**src/rtl/sha2_pkg.sv**
```systemverilog
// Shared SHA-2 message-schedule definitions: schedule FSM states, round counts
// and the small-sigma rotate/shift amounts for 32- and 64-bit word widths.
package sha2_pkg;

  typedef enum logic {
    LOAD   = 1'b0,
    EXPAND = 1'b1
  } sched_state_t;

  localparam int unsigned S0_ROT_A_32 = 7;
  localparam int unsigned S0_ROT_B_32 = 18;
  localparam int unsigned S0_SHR_32   = 3;
  localparam int unsigned S1_ROT_A_32 = 17;
  localparam int unsigned S1_ROT_B_32 = 19;
  localparam int unsigned S1_SHR_32   = 10;

  localparam int unsigned S0_ROT_A_64 = 1;
  localparam int unsigned S0_ROT_B_64 = 8;
  localparam int unsigned S0_SHR_64   = 7;
  localparam int unsigned S1_ROT_A_64 = 19;
  localparam int unsigned S1_ROT_B_64 = 61;
  localparam int unsigned S1_SHR_64   = 6;

  // Zero marks an unsupported width so instantiating modules can reject it.
  function automatic int unsigned rounds_for(input int unsigned word_w);
    if (word_w == 32) return 64;
    if (word_w == 64) return 80;
    return 0;
  endfunction

  // which: 0 = first rotate, 1 = second rotate, 2 = logical shift.
  function automatic int unsigned sigma_shift(input int unsigned word_w,
                                              input int unsigned sel,
                                              input int unsigned which);
    if (word_w == 64) begin
      if (sel == 0) return (which == 0) ? S0_ROT_A_64 : (which == 1) ? S0_ROT_B_64 : S0_SHR_64;
      return (which == 0) ? S1_ROT_A_64 : (which == 1) ? S1_ROT_B_64 : S1_SHR_64;
    end
    if (sel == 0) return (which == 0) ? S0_ROT_A_32 : (which == 1) ? S0_ROT_B_32 : S0_SHR_32;
    return (which == 0) ? S1_ROT_A_32 : (which == 1) ? S1_ROT_B_32 : S1_SHR_32;
  endfunction

endpackage

```
**src/rtl/sha2_small_sigma.sv**
```systemverilog
// SHA-2 small sigma function: SEL=0 gives sigma0, SEL=1 gives sigma1.
module sha2_small_sigma
  import sha2_pkg::*;
#(
  parameter int unsigned WORD_W = 32,
  parameter int unsigned SEL    = 0
) (
  input  logic [WORD_W-1:0] x,
  output logic [WORD_W-1:0] y
);

  localparam int unsigned ROT_A = sigma_shift(WORD_W, SEL, 0);
  localparam int unsigned ROT_B = sigma_shift(WORD_W, SEL, 1);
  localparam int unsigned SHR   = sigma_shift(WORD_W, SEL, 2);

  always_comb begin
    y = ((x >> ROT_A) | (x << (WORD_W - ROT_A)))
      ^ ((x >> ROT_B) | (x << (WORD_W - ROT_B)))
      ^ (x >> SHR);
  end

endmodule

```
**src/rtl/msg_schedule.sv**
```systemverilog
// SHA-2 message schedule: streams in 16 block words, then expands them to the
// full ROUNDS-word schedule, one word per cycle through a ready/valid output.
module msg_schedule
  import sha2_pkg::*;
#(
  parameter int unsigned WORD_W = 32
) (
  input  logic              clk,
  input  logic              rst_n,
  input  logic              in_valid,
  output logic              in_ready,
  input  logic [WORD_W-1:0] in_word,
  output logic              out_valid,
  input  logic              out_ready,
  output logic [WORD_W-1:0] out_word,
  output logic [6:0]        out_idx,
  output logic              out_last
);

  localparam int unsigned ROUNDS = rounds_for(WORD_W);

  if (ROUNDS == 0) begin : g_bad_width
    $error("msg_schedule: WORD_W must be 32 or 64");
  end

  localparam logic [6:0] LAST_T      = 7'(ROUNDS - 1);
  localparam logic [6:0] LAST_LOAD_T = 7'd15;

  sched_state_t      state, state_nx;
  logic [6:0]        t;
  logic [WORD_W-1:0] win [16];
  logic              out_free;
  logic              load;
  logic [WORD_W-1:0] new_word;
  logic [WORD_W-1:0] sig0_w, sig1_w, expand_w;

  // win[15] holds W[t-1], win[0] holds W[t-16].
  sha2_small_sigma #(.WORD_W(WORD_W), .SEL(0)) u_sig0 (
    .x (win[1]),
    .y (sig0_w)
  );

  sha2_small_sigma #(.WORD_W(WORD_W), .SEL(1)) u_sig1 (
    .x (win[14]),
    .y (sig1_w)
  );

  assign expand_w = sig1_w + win[9] + sig0_w + win[0];
  assign out_free = !out_valid || out_ready;

  always_ff @(posedge clk) begin
    if (!rst_n) state <= LOAD;
    else        state <= state_nx;
  end

  always_comb begin
    state_nx = state;
    in_ready = 1'b0;
    load     = 1'b0;
    new_word = in_word;
    case (state)
      LOAD: begin
        in_ready = out_free && rst_n;
        load     = in_valid && in_ready;
        if (load && t == LAST_LOAD_T) state_nx = EXPAND;
      end
      EXPAND: begin
        load     = out_free;
        new_word = expand_w;
        if (load && t == LAST_T) state_nx = LOAD;
      end
      default: state_nx = LOAD;
    endcase
  end

  // Window and output register advance together, so a stalled output freezes both.
  always_ff @(posedge clk) begin
    if (!rst_n) begin
      t         <= '0;
      out_valid <= 1'b0;
      out_word  <= '0;
      out_idx   <= '0;
      out_last  <= 1'b0;
      for (int unsigned i = 0; i < 16; i++) win[i] <= '0;
    end else if (load) begin
      for (int unsigned i = 0; i < 15; i++) win[i] <= win[i+1];
      win[15]   <= new_word;
      out_word  <= new_word;
      out_idx   <= t;
      out_last  <= (t == LAST_T);
      out_valid <= 1'b1;
      t         <= (t == LAST_T) ? '0 : t + 7'd1;
    end else if (out_ready) begin
      out_valid <= 1'b0;
    end
  end

endmodule

```
**config.mk**
```make
export PLATFORM = sky130hd
export DESIGN_NAME = msg_schedule
export DESIGN_NICKNAME = d
export VERILOG_FILES = /design/src/rtl/sha2_pkg.sv /design/src/rtl/sha2_small_sigma.sv /design/src/rtl/msg_schedule.sv
export SDC_FILE = /design/constraint.sdc
export NUM_CORES = 1
export LEC_CHECK = 0
export BUFFER_PORTS_ARGS = -buffer_cell sky130_fd_sc_hd__buf_2
export CAP_MARGIN = 20
export CORE_MARGIN = 4
export CORE_UTILIZATION = 35
export DETAILED_ROUTE_END_ITERATION = 12
export SLEW_MARGIN = 20
export SYNTH_ARGS = -nofsm -noshare
export SYNTH_HDL_FRONTEND = slang
export SYNTH_SLANG_ARGS = --single-unit
```
**constraint.sdc**
```tcl
create_clock -name clk -period 16.4 [get_ports clk]
set_clock_uncertainty 0.15 [all_clocks]
set_input_delay 3.28 -clock clk [delete_from_list [all_inputs] [get_ports clk]]
set_output_delay 3.28 -clock clk [all_outputs]
set_load 0.01 [all_outputs]
```
==> summary.txt, run 1 <==
Placement
  – RD Place Congestion: 0.877
  – Port buffer count: 77
  – Dpl ws: 8.06 ns
  – Post-DP Area: 26600 um2
  – Post-detail-place hpwl: 35400 um

Synth
  – Unique masters post-synth: 58
  – Largest family of logic cells by synthesized area: simple AND/OR/NAND/NOR gates
  – Mux cell area share after synthesis: 1.03%
  – Synth Flop Type: edfxtp_1
  – Post-Synth Adder-Cell Area: 6.47%
  – Synth Area in XOR/XNOR: 5.11%
  – Synth Area in Simple Gates: 15.0%
  – Register area share after synthesis: 64.4%
  – Synth top area share: 60.6%
  – Syn avg cell area: 13.2 um2
  – Warnings, synthesis: 0
  – FF+latch count, synth: 561
  – Mapped Area: 25400 um2
  – Post-synth EDFFs: 512
  – Yosys top cell by area: edfxtp_1
  – Post-synthesis compound-gate area fraction: 4.02%
  – Gate count after technology mapping: 1917
  – Top cells by area, synth: edfxtp_1 61%, and3_1 8.0%, fa_1 4.9%, xnor2_1 4.4%, and2_1 4.0%
  – FFs w/ async S/R, synth: 0%
  – Syn nets: 2047

CTS
  – Clk_lat worst skew: 0.60 ns
  – # Post-CTS Setup Buffers: 0
  – Clock sink count: 561
  – CTS max path bufs: 3
  – Root buffer cell: clkbuf_16
  – H-tree depth: 2
  – Hold-fix buffers, CTS: 0
  – CTS tree: yes
  – Post-CTS Resized: 0
  – Clk slew on worst S/H paths: 0.06 ns
  – TritonCTS Buffers: 56

Die
  – Core area: 71700 um2
  – Die height: 277 um
  – I/O pin count: 78
  – Initial Util: 35.4%
  – Row cnt: 98
  – Die ar.: 76900 um2
  – Die X: 277 um

Hold path
  – Worst hold start: out_idx[0]
  – Worst hold endpoint: out_idx[0]
  – Hold Path Class: reg2reg
  – Hold Crit Depth: 2

Timing
  – Worst-margin pin slew: 1.24 ns
  – Final period util: 50.6%
  – RSZ-0062 raised after global routing: false
  – Max-slew headroom: 17.4%
  – Minimum clock period: 8.30 ns
  – Setup tns final: 0 ns
  – Fin. Hold Viols: 0
  – Endpoints failing setup: 0
  – Fmax: 121 MHz
  – Fin worst setup slack: 8.10 ns
  – Slew Viols, Final: 0

Outcome
  – Status: finished, final reports clean

Drt
  – Wire per inst: 18.7 um
  – DR iter-0 viols: 1131
  – Routed vias: 14400
  – # DRC: 0
  – Antenna-violating nets left: 0
  – Via-to-Cell Ratio: 4.89
  – Final wirelength: 54800 um
  – Drt pass-1 iters: 6

Worst setup path
  – Crit end category: output pin
  – Worst R2R End: win[1][255]
  – Arrival time at the worst endpoint: 4.87 ns
  – Reg2Reg Setup Slack: 10.97 ns
  – Worst reg2reg path startpoint: win[1][212]
  – Worst setup SP type: input port
  – Max Fanout on Critical Path: 150
  – Worst Reg2Reg Path Length in Cells: 17
  – Crit path kind: in2out
  – Req. time, crit path: 12.97 ns

Power
  – LEAKAGE: 11.9 nW
  – Sw Ratio: 37.2%
  – Gate power share: 38.7%
  – P_int: 3.15 mW
  – Total Power: 5.01 mW
  – Clk pwr share: 24.2%
  – Sw Pwr: 1.87 mW
  – Peak supply drop: 0.000134 V
  – Reg power frac: 37.1%
  – P per Cell Area: 177 nW/um2

Layout
  – Antenna fix cells: 0
  – Post-route cell area: 28400 um2
  – Area of the multi-input gates: 8040 um2
  – Final net count: 2076
  – # fillers: 6717
  – Sequential Area: 16400 um2
  – Area grow syn2layout: 11.8%
  – Share of cells above drive strength 1: 9.31%

Global route
  – Number of global-route vias before repair: 14100
  – GRT Util Overall: 13.9%
  – Initial antenna violation count: 3
  – Largest net degree at the start of global routing: 207
  – First-pass GRT wire length: 84100 um
  – Total gr overflow: 0

Run
  – Max cap viols: 0
-- how the worst max path moves through the flow --
stage                     cells after the start  startpoint  slack [ns]        end
after global routing                          4       rst_n        7.86   in_ready
after global placement                        4       rst_n        8.11   in_ready
final                                         4       rst_n        8.10   in_ready
after floorplan                               5   out_ready        0.08  win[0][0]
after detailed placement                      4       rst_n        8.06   in_ready
after CTS                                     4       rst_n        8.06   in_ready
-- critical path, cell delays in order --
cell and delay, ns:
buf_8 0.47, inv_2 0.57, nor3_1 0.31, buf_2 0.17
-- cell families (layout without fill, tap and decap cells) --
kind of cell	after synthesis	count (layout)
and+or+nand+nor	665	665
DFF	561	561
buffers and inverters	263	333
AOI/OAI and AO/OA	160	160
xor gates and xnor gates	148	148
adders and majority gates	94	94
muxes	26	26
-- layout by cell type (no fill, tap or decap), types with 11 or more instances in the layout --
master	n
edfxtp_1	512
and3_1	323
and2_1	163
inv_1	144
xnor2_1	128
buf_2	76
nor2_1	75
a21oi_1	62
fa_1	62
nand2_1	56
clkbuf_16	56
dfxtp_1	48
o21ai_0	34
ha_1	32
mux2i_1	25
xor2_1	20
clkbuf_1	15
a211oi_1	14
nand3_1	11
-- power groups by stage --
stage,logic (mW),registers [mW],clock network [mW]
final,1.94,1.86,1.21
after global routing,2.12,1.87,1.31
after detailed placement,1.92,1.89,0
after global placement,1.91,1.89,0
after CTS,1.94,1.86,1.25
after floorplan,1.35,1.90,0
-- layer usage --
layer	track usage (%)	vias up	wire, um
li1	-	6788	-
met1	19.9	7168	25400
met2	21.7	291	25100
met3	2.12	103	2510
met4	4.94	2	1810
met5	0	-	9
-- stage by stage --
| step | instances | hold slack (ns) | utilization (%) |
|---|---|---|---|
| after floorplan | 1917 | 0.299 | - |
| after global placement | 2837 | 0.296 | 37.1 |
| after detailed placement | 2837 | 0.302 | 37.1 |
| after CTS | 2936 | 0.310 | 39.5 |
| after global routing | 2937 | 0.331 | 39.6 |
| final | 2937 | 0.309 | 39.6 |
-- cell usage after synthesis (4+ instances only) --
library cell and number:
buf_1 8, fa_1 62, a211oi_1 14, and3_1 323
a21o_1 4, nor2_1 76, xnor2_1 128, o21a_1 5
mux2i_1 25, nand2_1 57, xor2_1 20, a21oi_1 62
edfxtp_1 512, a31oi_1 7, o21ai_0 34, clkbuf_1 107
nor2b_1 7, dfxtp_1 49, ha_1 32, and2_1 163
inv_1 145, nor3_1 10, nand3_1 11
-- layout make-up --
| class | count | area share, % |
|---|---|---|
| Clock buffer | 76 | 5.38 |
| Clock inverter | 23 | 0.696 |
| Inverter | 145 | 1.92 |
| Multi-Input combinational cell | 1093 | 28.3 |
| Sequential cell | 561 | 57.6 |
| Tap cell | 950 | 4.19 |
| Timing Repair Buffer | 89 | 1.87 |
-- registers in the layout, indices dropped and copies added (netlist names) --
| name | cells |
|---|---|
| out_idx | 7 |
| win | 512 |
| out_last | 1 |
| state | 1 |
| t | 7 |
| out_valid | 1 |
| out_word | 32 |
Power figures use the tool's default switching activity.
==> run 2, diff against run 1 <==
Clock period 16.4 ns to 8.27 ns, I/O delays scaled along.
==> run 2 against run 1 <==
Sequential power rose by 97%. Cell area rose by 0.41%. Count of clock-buffer cells in the layout down 2. Worst hold slack lost 0.0063 ns. Combinational power rose by 97%. Utilization is 0.16 points higher. Global-route usage is essentially flat. Power grew 100%. Die area stayed put. Critical endpoint is now win[1][255]. Final cell count grew 0.17%. Routed wire length grew 0.42%. Non-clock buffer count shrank 3.
==> summary.txt, run 2 (same netlist as run 1, synthesis figures left out) <==
Placement
  – Placed insts: 2835
  – Post-detail-place hpwl: 35400 um
  – Port buffer count: 77
  – RD Place Congestion: 0.900
  – Dpl ws: 3.26 ns

Timing
  – Slew Viols, Final: 0
  – Setup tns final: 0 ns
  – Hold Slack: 0.302 ns
  – Minimum clock period: 5.15 ns
  – Fin worst setup slack: 3.12 ns
  – Max-slew headroom: 27.1%
  – Final period util: 62.3%
  – Endpoints failing setup: 0
  – RSZ-0062 raised after global routing: false
  – Worst-margin pin slew: 1.09 ns
  – Fmax: 194 MHz
  – Fin. Hold Viols: 0

Hold path
  – Hold Crit Depth: 2
  – Worst hold start: out_idx[4]
  – Hold Path Class: reg2reg
  – Worst hold endpoint: out_idx[4]

Run
  – Max cap viols: 0

Layout
  – Reg with most FFs: win
  – Share of cells above drive strength 1: 9.54%
  – Area of the multi-input gates: 8050 um2
  – Commonest non-fill, non-tap cell in the layout: edfxtp_1
  – Area grow syn2layout: 12.3%
  – Max FFs per register: 512
  – Commonest cells after routing, fill and taps aside: 512 x edfxtp_1, 323 x and3_1, 163 x and2_1, 144 x inv_1, 128 x xnor2_1
  – Final net count: 2074
  – # fillers: 6709
  – Post-Layout Cell Count: 2942
  – Top flop regs: win (512), out_word (32)
  – Antenna fix cells: 0
  – Sequential Area: 16400 um2

Worst setup path
  – Reg2Reg Setup Slack: 3.12 ns
  – Worst Reg2Reg Path Length in Cells: 17
  – Crit path kind: reg2reg
  – Arrival time at the worst endpoint: 5.35 ns
  – Max Fanout on Critical Path: 4
  – Worst R2R End: win[1][255]
  – Req. time, crit path: 8.47 ns
  – Worst reg2reg path startpoint: win[1][210]
  – Worst setup SP type: flop
  – Crit end category: flop

Drt
  – Via-to-Cell Ratio: 4.89
  – Final wirelength: 55000 um
  – Routed vias: 14400
  – DR iter-0 viols: 1335
  – # DRC: 0
  – Wire per inst: 18.7 um
  – Drt pass-1 iters: 6
  – Antenna-violating nets left: 0

CTS
  – Clk_lat worst skew: 0.62 ns
  – Root buffer cell: clkbuf_16
  – H-tree depth: 2
  – Post-CTS Resized: 0
  – CTS tree: yes
  – Clk slew on worst S/H paths: 0.07 ns
  – # Post-CTS Setup Buffers: 0
  – CTS max path bufs: 3
  – Hold-fix buffers, CTS: 0
  – TritonCTS Buffers: 57
  – Clock sink count: 561

Die
  – Initial Util: 35.4%
  – I/O pin count: 78
  – Die height: 277 um
  – Die X: 277 um
  – Row cnt: 98
  – Core area: 71700 um2
  – Die ar.: 76900 um2

Global route
  – Initial antenna violation count: 3
  – Global routing usage on met2: 22.0%
  – Number of global-route vias before repair: 14300
  – GRT Util Overall: 13.9%
  – Largest net degree at the start of global routing: 253
  – GR peak layer: met2
  – Met3 Track Usage GR: 2.18%
  – Total gr overflow: 0
  – First-pass GRT wire length: 84600 um
  – Met1 Track Usage GR: 19.8%

Outcome
  – Status: finished, final reports clean

Power
  – Peak supply drop: 0.000215 V
  – LEAKAGE: 12.0 nW
  – P per Cell Area: 352 nW/um2
  – Total Power: 10.0 mW
[run 2: cell types whose count changed in the layout (fill, tap and decap cells not counted), moves of 2 or more]
cell,change
clkinv_16,+2
clkinv_4,-2
clkinvlp_4,+2
buf_12,+2
clkinv_1,+3
buf_4,-4
clkbuf_1,-3
clkbuf_8,-2
clkbuf_16,+3
clkinv_2,+7
[run 2: area by class of cell]
type | instances | share of cell area, %
sequential | 561 | 57.4
multi-input combinational | 1093 | 28.3
clock buffer | 74 | 5.48
tap | 950 | 4.17
inverter | 145 | 1.91
timing repair buffer | 86 | 1.80
clock inverter | 33 | 1.01
[run 2: report_power, final]
group	switching (mW)	internal, mW	leakage (nW)
logic	2.42	1.42	5.17
registers	0.189	3.48	5.91
clock network	1.09	1.43	0.898
[run 2: worst max path at each step]
stage / from / endpoint / depth (start not counted)
detailed placement: rst_n / in_ready / 4
global placement: rst_n / in_ready / 4
floorplan: out_ready / win[0][0] / 5
CTS: rst_n / in_ready / 4
global route: win[1][210] / win[1][249] / 17
finish: win[1][210] / win[1][255] / 17
[run 2: per-stage QoR]
step / utilization, % / area [um2]
2_1_floorplan: - / 25400
3_5_place_dp: 37.2 / 26700
5_1_grt: 39.7 / 28500
6_report: 39.7 / 28500
3_3_place_gp: 37.2 / 26700
4_1_cts: 39.7 / 28500
[run 2: critical path, cell delays in order (launching register included)]
cell       delay, ns
edfxtp_1        0.48
xnor2_1         0.21
xnor2_1         0.39
fa_1            0.50
inv_1           0.09
fa_1            0.43
inv_1           0.08
ha_1            0.17
inv_1           0.06
fa_1            0.41
and2b_1         0.26
o2111ai_2       0.14
a211o_1         0.43
a21oi_2         0.27
a31o_1          0.21
a21oi_1         0.07
nor3_1          0.41
nor2_1          0.11
[run 2: metal layers]
layer | part of all wire (%) | vias to the layer above
met5 | 0 | -
met4 | 2.8 | 0
met3 | 4.6 | 81
met2 | 46 | 302
met1 | 46 | 7213
li1 | - | 6776
==> run 3, diff against run 2 <==
Clock period 8.27 ns to 5.4 ns, I/O delays scaled along.
==> run 3 against run 2 <==
Sequential cell count unchanged. Clock power up 62%. Register-to-register slack worse by 2.6 ns. Largest cell class unchanged. Largest power group unchanged. Global-route usage up 0.96 points.
==> summary.txt, run 3 (same netlist as run 1, synthesis figures left out) <==
Drt
  – DR iter-0 viols: 1439
  – Drt pass-1 iters: 5
  – Final wirelength: 58800 um
  – Wire per inst: 19.9 um
  – Routed vias: 14600
  – Via-to-Cell Ratio: 4.93
  – Top sig layer: met4
  – Antenna-violating nets left: 0
  – Metal1 wirelength: 27500 um
  – WL met2: 27000 um
  – WL met3: 3250 um
  – # DRC: 0

Layout
  – Post-route cell area: 28800 um2
  – Top flop regs: win (512), out_word (32)
  – Area of the multi-input gates: 8050 um2
  – Share of cells above drive strength 1: 10.5%
  – Sequential Area: 16400 um2
  – Final core occ: 40.1%
  – Max FFs per register: 512
  – Commonest cells after routing, fill and taps aside: 512 x edfxtp_1, 323 x and3_1, 163 x and2_1, 144 x inv_1, 128 x xnor2_1
  – Antenna fix cells: 0
  – Post-Layout Cell Count: 2958
  – Area grow syn2layout: 13.4%
  – # fillers: 6685
  – Reg with most FFs: win
  – Final net count: 2088
  – Commonest non-fill, non-tap cell in the layout: edfxtp_1

Placement
  – Placed insts: 2848
  – Post-DP Area: 26800 um2
  – Port buffer count: 77
  – Post-detail-place hpwl: 38100 um
  – RD Place Congestion: 0.935

Timing
  – RSZ-0062 raised after global routing: false
  – Setup tns final: 0 ns
  – Worst-margin pin slew: 0.987 ns
  – Minimum clock period: 4.93 ns
  – Endpoints failing setup: 0
  – Max-slew headroom: 34.2%
  – Slew Viols, Final: 0
  – Final period util: 91.3%
  – Fmax: 203 MHz
  – Fin. Hold Viols: 0

Global route
  – Total gr overflow: 0
  – Initial antenna violation count: 4
  – First-pass GRT wire length: 89400 um
  – Number of global-route vias before repair: 14300
  – Largest net degree at the start of global routing: 182
  – GRT Util Overall: 14.9%

Power
  – P per Cell Area: 545 nW/um2
  – Total Power: 15.7 mW
  – Sw Pwr: 5.81 mW
  – LEAKAGE: 12.1 nW
  – P_int: 9.88 mW
  – Sw Ratio: 37.0%
  – Clk pwr share: 26.1%
  – Gate power share: 38.1%
  – Peak supply drop: 0.000336 V
  – Reg power frac: 35.9%

Die
  – Die height: 277 um
  – Die ar.: 76900 um2
  – Initial Util: 35.4%
  – I/O pin count: 78
  – Core area: 71700 um2
  – Row cnt: 98
  – Die X: 277 um

Hold path
  – Hold Path Class: reg2reg

Worst setup path
  – Req. time, crit path: 5.61 ns
  – Crit end category: flop
  – Crit path kind: reg2reg
  – Worst setup SP type: flop
  – Arrival time at the worst endpoint: 5.14 ns
  – Max Fanout on Critical Path: 4

CTS
  – Post-CTS Resized: 0
  – CTS max path bufs: 3
  – # Post-CTS Setup Buffers: 0
  – Root buffer cell: clkbuf_16
  – Clk slew on worst S/H paths: 0.06 ns
  – H-tree depth: 2
  – TritonCTS Buffers: 58
  – Hold-fix buffers, CTS: 0
  – Clk_lat worst skew: 0.62 ns
  – Clock sink count: 561
  – CTS tree: yes

Outcome
  – Status: finished, final reports clean

Run
  – Max cap viols: 0
==> run 3: cell count changes in the layout (fill, tap and decap cells not counted), sizes merged <==
cell / previous run / this run
clkbuf: 74 / 70
buf: 86 / 99
bufinv: 3 / 7
inv: 145 / 150
clkinv: 27 / 23
clkinvlp: 3 / 5
==> run 3: cell type report <==
cell class,instances,share of cell area (%)
clock buffer,70,5.27
clock inverter,40,1.52
inverter,145,1.89
multi-input combinational,1093,28.0
sequential,561,56.8
tap,950,4.13
timing repair buffer,99,2.38
==> run 3: routing by layer <==
metal / global-route usage [%] / vias up
met1: 21.7 / 7373
met2: 23.0 / 324
met3: 2.97 / 69
met4: 3.46 / 0
met5: 0 / -
li1: - / 6821
==> run 3: worst max-delay path: stages (launching register included) <==
cell and delay [ns]:
edfxtp_1 0.51, xnor2_1 0.35, xnor2_1 0.20, fa_1 0.45
inv_1 0.09, fa_1 0.42, inv_1 0.07, ha_1 0.16
inv_1 0.06, fa_1 0.40, and2b_1 0.25, o2111ai_2 0.14
a211o_1 0.42, a21oi_2 0.29, a31o_1 0.21, a21oi_1 0.06
nor3_1 0.33, nor2_1 0.09
==> run 3: path summary, 6_finish.rpt <==
path / startpoint / endpoint / slack (ns) / cells after the start
max: win[1][210] / win[1][255] / 0.47 / 17
min: out_idx[0] / out_idx[0] / 0.30 / 2
max reg2reg: win[1][210] / win[1][255] / 0.47 / 17
min reg2reg: out_idx[0] / out_idx[0] / 0.30 / 2
==> run 3: power by group through the flow <==
stage	combinational [mW]	sequential, mW	clock [mW]
final	5.97	5.63	4.09
after global routing	6.51	5.67	4.39
after CTS	5.94	5.63	4.18
after detailed placement	5.89	5.72	0
after global placement	5.87	5.71	0
after floorplan	4.11	5.61	0
==> run 3: per-stage QoR <==
step	hold WS, ns	worst slack [ns]
floorplan	0.299	0.684
global route	0.320	0.307
CTS	0.304	0.522
detailed placement	0.296	0.526
global placement	0.293	0.583
finish	0.303	0.472
